**src/rtl/window_sum_accumulator.sv**
```systemverilog
`default_nettype none
// +--------------------------------------------------------------------------+
// | window_sum_accumulator                                                   |
// | Sums NUM_SAMPLES 33-bit adder outputs per window into a 2-entry buffer.  |
// | Revision: 1.0                                                            |
// +--------------------------------------------------------------------------+
module window_sum_accumulator #(
  parameter int NUM_SAMPLES = 16,
  parameter int ACC_W       = 40,
  localparam int CNT_W      = $clog2(NUM_SAMPLES + 1)
) (
  input  logic             sysclk,
  input  logic             rstn,
  input  logic             in_valid,
  input  logic             in_carry,
  input  logic [31:0]      in_result,
  input  logic             clear,
  output logic             out_valid,
  input  logic             out_ready,
  output logic [ACC_W-1:0] out_sum,
  output logic             out_overflow,
  output logic [CNT_W-1:0] out_count,
  output logic             drop_flag
);

  localparam logic [CNT_W-1:0] C_LAST  = CNT_W'(NUM_SAMPLES - 1);
  localparam logic [1:0]       C_EMPTY = 2'd0;
  localparam logic [1:0]       C_ONE   = 2'd1;
  localparam logic [1:0]       C_FULL  = 2'd2;

  logic [ACC_W-1:0] acc_q, acc_d;
  logic [CNT_W-1:0] cnt_q, cnt_d;
  logic             wovf_q, wovf_d;
  logic [1:0]       occ_q, occ_d;
  logic [ACC_W-1:0] head_sum_q, head_sum_d;
  logic             head_ovf_q, head_ovf_d;
  logic [ACC_W-1:0] tail_sum_q, tail_sum_d;
  logic             tail_ovf_q, tail_ovf_d;
  logic             drop_q, drop_d;

  logic [ACC_W-1:0] w_sample;
  logic [ACC_W:0]   w_add;
  logic             w_last;
  logic             w_push;
  logic             w_pop;
  logic [ACC_W-1:0] w_new_sum;
  logic             w_new_ovf;

  always_comb begin
    w_sample       = '0;
    w_sample[32:0] = {in_carry, in_result};
  end

  // Extra MSB of the add is the carry-out past ACC_W.
  assign w_add     = {1'b0, acc_q} + {1'b0, w_sample};
  assign w_new_sum = w_add[ACC_W-1:0];
  assign w_new_ovf = wovf_q | w_add[ACC_W];
  assign w_last    = (cnt_q == C_LAST);
  assign w_push    = in_valid && !clear && w_last;
  assign w_pop     = (occ_q != C_EMPTY) && out_ready && !clear;

  always_comb begin
    acc_d  = acc_q;
    cnt_d  = cnt_q;
    wovf_d = wovf_q;
    if (clear || (in_valid && w_last)) begin
      acc_d  = '0;
      cnt_d  = '0;
      wovf_d = 1'b0;
    end else if (in_valid) begin
      acc_d  = w_new_sum;
      cnt_d  = cnt_q + CNT_W'(1);
      wovf_d = w_new_ovf;
    end
  end

  // Head register feeds the outputs directly; tail only holds the second entry.
  always_comb begin
    occ_d      = occ_q;
    head_sum_d = head_sum_q;
    head_ovf_d = head_ovf_q;
    tail_sum_d = tail_sum_q;
    tail_ovf_d = tail_ovf_q;
    drop_d     = drop_q;
    if (clear) begin
      occ_d      = C_EMPTY;
      head_sum_d = '0;
      head_ovf_d = 1'b0;
      tail_sum_d = '0;
      tail_ovf_d = 1'b0;
      drop_d     = 1'b0;
    end else begin
      case ({w_push, w_pop})
        2'b10: begin
          case (occ_q)
            C_EMPTY: begin
              head_sum_d = w_new_sum;
              head_ovf_d = w_new_ovf;
              occ_d      = C_ONE;
            end
            C_ONE: begin
              tail_sum_d = w_new_sum;
              tail_ovf_d = w_new_ovf;
              occ_d      = C_FULL;
            end
            default: drop_d = 1'b1;
          endcase
        end
        2'b01: begin
          if (occ_q == C_FULL) begin
            head_sum_d = tail_sum_q;
            head_ovf_d = tail_ovf_q;
            occ_d      = C_ONE;
          end else begin
            occ_d = C_EMPTY;
          end
        end
        2'b11: begin
          if (occ_q == C_FULL) begin
            head_sum_d = tail_sum_q;
            head_ovf_d = tail_ovf_q;
            tail_sum_d = w_new_sum;
            tail_ovf_d = w_new_ovf;
          end else begin
            head_sum_d = w_new_sum;
            head_ovf_d = w_new_ovf;
          end
        end
        default: ;
      endcase
    end
  end

  always_ff @(posedge sysclk or negedge rstn) begin
    if (!rstn) begin
      acc_q      <= '0;
      cnt_q      <= '0;
      wovf_q     <= 1'b0;
      occ_q      <= C_EMPTY;
      head_sum_q <= '0;
      head_ovf_q <= 1'b0;
      tail_sum_q <= '0;
      tail_ovf_q <= 1'b0;
      drop_q     <= 1'b0;
    end else begin
      acc_q      <= acc_d;
      cnt_q      <= cnt_d;
      wovf_q     <= wovf_d;
      occ_q      <= occ_d;
      head_sum_q <= head_sum_d;
      head_ovf_q <= head_ovf_d;
      tail_sum_q <= tail_sum_d;
      tail_ovf_q <= tail_ovf_d;
      drop_q     <= drop_d;
    end
  end

  assign out_valid    = (occ_q != C_EMPTY);
  assign out_sum      = head_sum_q;
  assign out_overflow = head_ovf_q;
  assign out_count    = cnt_q;
  assign drop_flag    = drop_q;

endmodule
`default_nettype wire

```
**config.mk**
```make
export PLATFORM = sky130hd
export DESIGN_NAME = window_sum_accumulator
export DESIGN_NICKNAME = d
export VERILOG_FILES = /design/src/rtl/window_sum_accumulator.sv
export SDC_FILE = /design/constraint.sdc
export NUM_CORES = 1
export LEC_CHECK = 0
export ABC_CLOCK_PERIOD_IN_PS = 6400
export BUFFER_PORTS_ARGS = -buffer_cell sky130_fd_sc_hd__buf_4
export CAP_MARGIN = 25
export CORE_MARGIN = 2
export CORE_UTILIZATION = 38
export DETAILED_ROUTE_END_ITERATION = 10
export GPL_TIMING_DRIVEN = 0
export PLACE_DENSITY = 0.59
export SETUP_SLACK_MARGIN = 0.15
export SLEW_MARGIN = 20
export SYNTH_ARGS = -nofsm -noshare
export SYNTH_HDL_FRONTEND = slang
export SYNTH_SLANG_ARGS = --single-unit
```
**constraint.sdc**
```tcl
create_clock -name sysclk -period 6.4 [get_ports sysclk]
set_input_delay 0.64 -clock sysclk [delete_from_list [all_inputs] [get_ports sysclk]]
set_output_delay 0.64 -clock sysclk [all_outputs]
set_load 0.1 [all_outputs]
```
==> out/results.tsv <==
metric	value	unit
unrepaired setup endpoints after global routing	false	
Slew Limit Fails	0	
global-route usage over all layers	23.3	%
die area	21800	um2
DR vias	7029	
WHS	0.146	ns
largest net degree at the start of global routing	74	
routed vias/inst	5.63	
sum of negative setup slack	0	ns
clock buffer depth	2	
Register Area	3280	um2
Final Skew	0.00407	ns
WL/cell	20.2	um
MaxCap Viol Count	0	
FF-to-FF Start	out_count[0]	
HPWL Detailed	18200	um
highest-count cells in the layout ignoring fill and taps	131 x dfrtp_1, 123 x nand2_1, 84 x buf_4	
final WL	25200	um
dpl ws	2.83	ns
GRT Residual Overflow	0	
ys async rst share	100	%
Post-Synthesis Cells	861	
GR Layer Usage met1	33.9	%
initial drt markers	604	
Worst path slowest cell	buf_1	
Crit path arrival time	3.72	ns
relative slew slack	44.3	%
Final Hold Viols	0	
GR peak layer	met2	
number of synthesized register bits	131	
vias in the first global route	6628	
commonest non-fill, non-tap cell in the layout	dfrtp_1	
element type at the critical path start	register	
CP Class	reg -> reg	
crit end category	register	
io pins	86	
CTS H-tree lvls	4	
Critical Path Start	out_count[0]	
Slew @ Worst Pin	0.835	ns
initial antenna violation count	0	
DRT antenna net count	0	
area grow syn2layout	20.4	%
met2 Usage GRT	34.9	%
die extent in x	148	um
synth unique cells	75	
setup bufs post-CTS	0	
Worst-path clk slew	0.06	ns
number of buffers created by CTS	17	
clock root buffer	clkbuf_16	
critical path fanouts, max	10	
PostCTS Resize Cnt	0	
Req. time, crit path	6.74	ns
Synth Warn #	0	
minimum clock period	3.38	ns
Top FF cell, synth	dfrtp_1	
max incr delay on CP	0.62	ns
area of the multi-input gates	4270	um2
CTS tree	done	
Inserted Diodes	0	
hold_buf cts	0	
overall power consumption	3.00	mW
outcome	complete, no violations	
Period Utilization, post-route	52.8	%
Min-Delay Path Class	in -> async	
clk sink count	131	
later-pin clock latency in the skew report	0.42	ns
EDFF count, synth	0	
gpl congestion	0.888	
Detailed Routing Iterations Pass 1	4	
met3 GRT Util	5.09	%
Die H	148	um
power per cell area	318	nW/um2
Row Count	52	
LEAKAGE	4.25	nW
critical path cell sequence	ha_1 > and3_1 > ha_1 > and2_1 > clkbuf_1 > nand2b_1 > a21oi_1 > a211oi_1 > buf_2 > buf_1 > a21oi_1 > o21ai_0	
final critical-path setup slack	3.02	ns
register area share after synthesis	41.9	%
drt drc	0	
Post-Syn Area	7830	um2
Worst VDD drop	0.154	mV
nets	1039	
first-pass GRT wire length	38500	um
Syn Area/Cell	9.10	um2
syn nets	935	
IO buf count	84	
achievable frequency	0.296	GHz
share of layout cells above drive strength 1	17.0	%
endpoints failing setup	0	
Filler cells	1989	
Initial Util	38.7	%
Core Box Area	20200	um2
## stage by stage
step	utilization (%)	cells	instance area, um2
finish	46.6	1248	9430
global route	46.6	1248	9430
CTS	46.6	1248	9430
detailed placement	43.7	1216	8840
global placement	43.5	1215	8800
floorplan	-	861	7830
## layer usage
metal	vias up	routed length, um
met5	-	0
met4	0	518
met3	39	1700
met2	235	11200
met1	3404	11800
li1	3351	-
## cell type report
type / instances / share of cell area [%]
buffer: 57 / 2.64
tap: 270 / 3.58
timing repair buffer: 85 / 7.06
clock buffer: 21 / 4.99
sequential: 131 / 34.7
inverter: 10 / 0.398
clock inverter: 11 / 1.35
multi-input combinational: 663 / 45.2
## report_power, final
| part | switching [mW] | internal [mW] | total (mW) |
|---|---|---|---|
| Clock | 0.392 | 0.606 | 0.998 |
| Combinational | 0.757 | 0.289 | 1.05 |
| Sequential | 0.0512 | 0.903 | 0.954 |
| Total | 1.20 | 1.80 | 3.00 |
## critical path, delay by kind of cell (launching register included)
kind / cells / cell delay, ns
flip-flops: 1 / 0.43
adder cells (fa/ha/maj): 2 / 0.47
AND/OR/NAND/NOR: 3 / 0.47
AO/OA/AOI/OAI: 4 / 0.77
buffers and inverters: 3 / 1.18
## state kept, by name, indices dropped and copies added (netlist names), 2 cells and up
register	flops
out_sum	40
acc_q	40
occ_q	2
tail_sum_q	40
out_count	5
## final timing paths
path	endpoint	slack, ns	cells past startpoint
max	out_sum[9]	3.02	12
min	out_sum[5]	0.15	1
max reg2reg	out_sum[9]	3.02	12
min reg2reg	acc_q[15]	0.48	2
max in group asynchronous	out_sum[29]	5.52	2
min in group sysclk	acc_q[15]	0.48	2
## synth_stat cells (all sizes together) (2+ instances only)
library cell / instances / area, um2
dfrtp: 131 / 3280
nand2: 124 / 468
a21oi: 91 / 515
o21ai: 69 / 353
nor2: 52 / 195
clkbuf: 38 / 145
ha: 35 / 438
nand3: 22 / 115
a22o: 21 / 184
nor3: 21 / 121
a211oi: 20 / 170
buf: 19 / 104
xnor2: 18 / 158
a21o: 17 / 129
mux2i: 15 / 150
xor2: 15 / 131
a31oi: 13 / 81.3
and3: 13 / 87.6
nand2b: 11 / 68.8
inv: 10 / 37.5
a32oi: 7 / 61.3
nor3b: 7 / 52.6
and2: 6 / 37.5
o211ai: 6 / 45.0
o21a: 6 / 45.0
o22ai: 6 / 37.5
o31ai: 6 / 45.0
nand3b: 5 / 37.5
nand4b: 5 / 43.8
a311oi: 4 / 41.3
or2: 4 / 27.5
or3: 4 / 25.0
a2111oi: 3 / 38.8
a211o: 3 / 26.3
a21boi: 3 / 22.5
and4: 3 / 26.3
nand4: 3 / 18.8
nor2b: 3 / 18.8
o2111ai: 3 / 50.1
o221ai: 3 / 32.5
o41ai: 3 / 41.3
a41oi: 2 / 17.5
nor4b: 2 / 17.5
o21bai: 2 / 15.0
## kinds of logic after synthesis
group                      count (synthesis)  share of synthesized area, %
AOI/OAI and AO/OA                        292                          25.4
xor gates and xnor gates                  33                          3.69
adders and majority gates                 36                          5.85
buffers and inverters                     67                          3.66
DFF                                      131                          41.9
muxes                                     15                          1.92
and+or+nand+nor                          287                          17.6
Power figures use the tool's default switching activity.
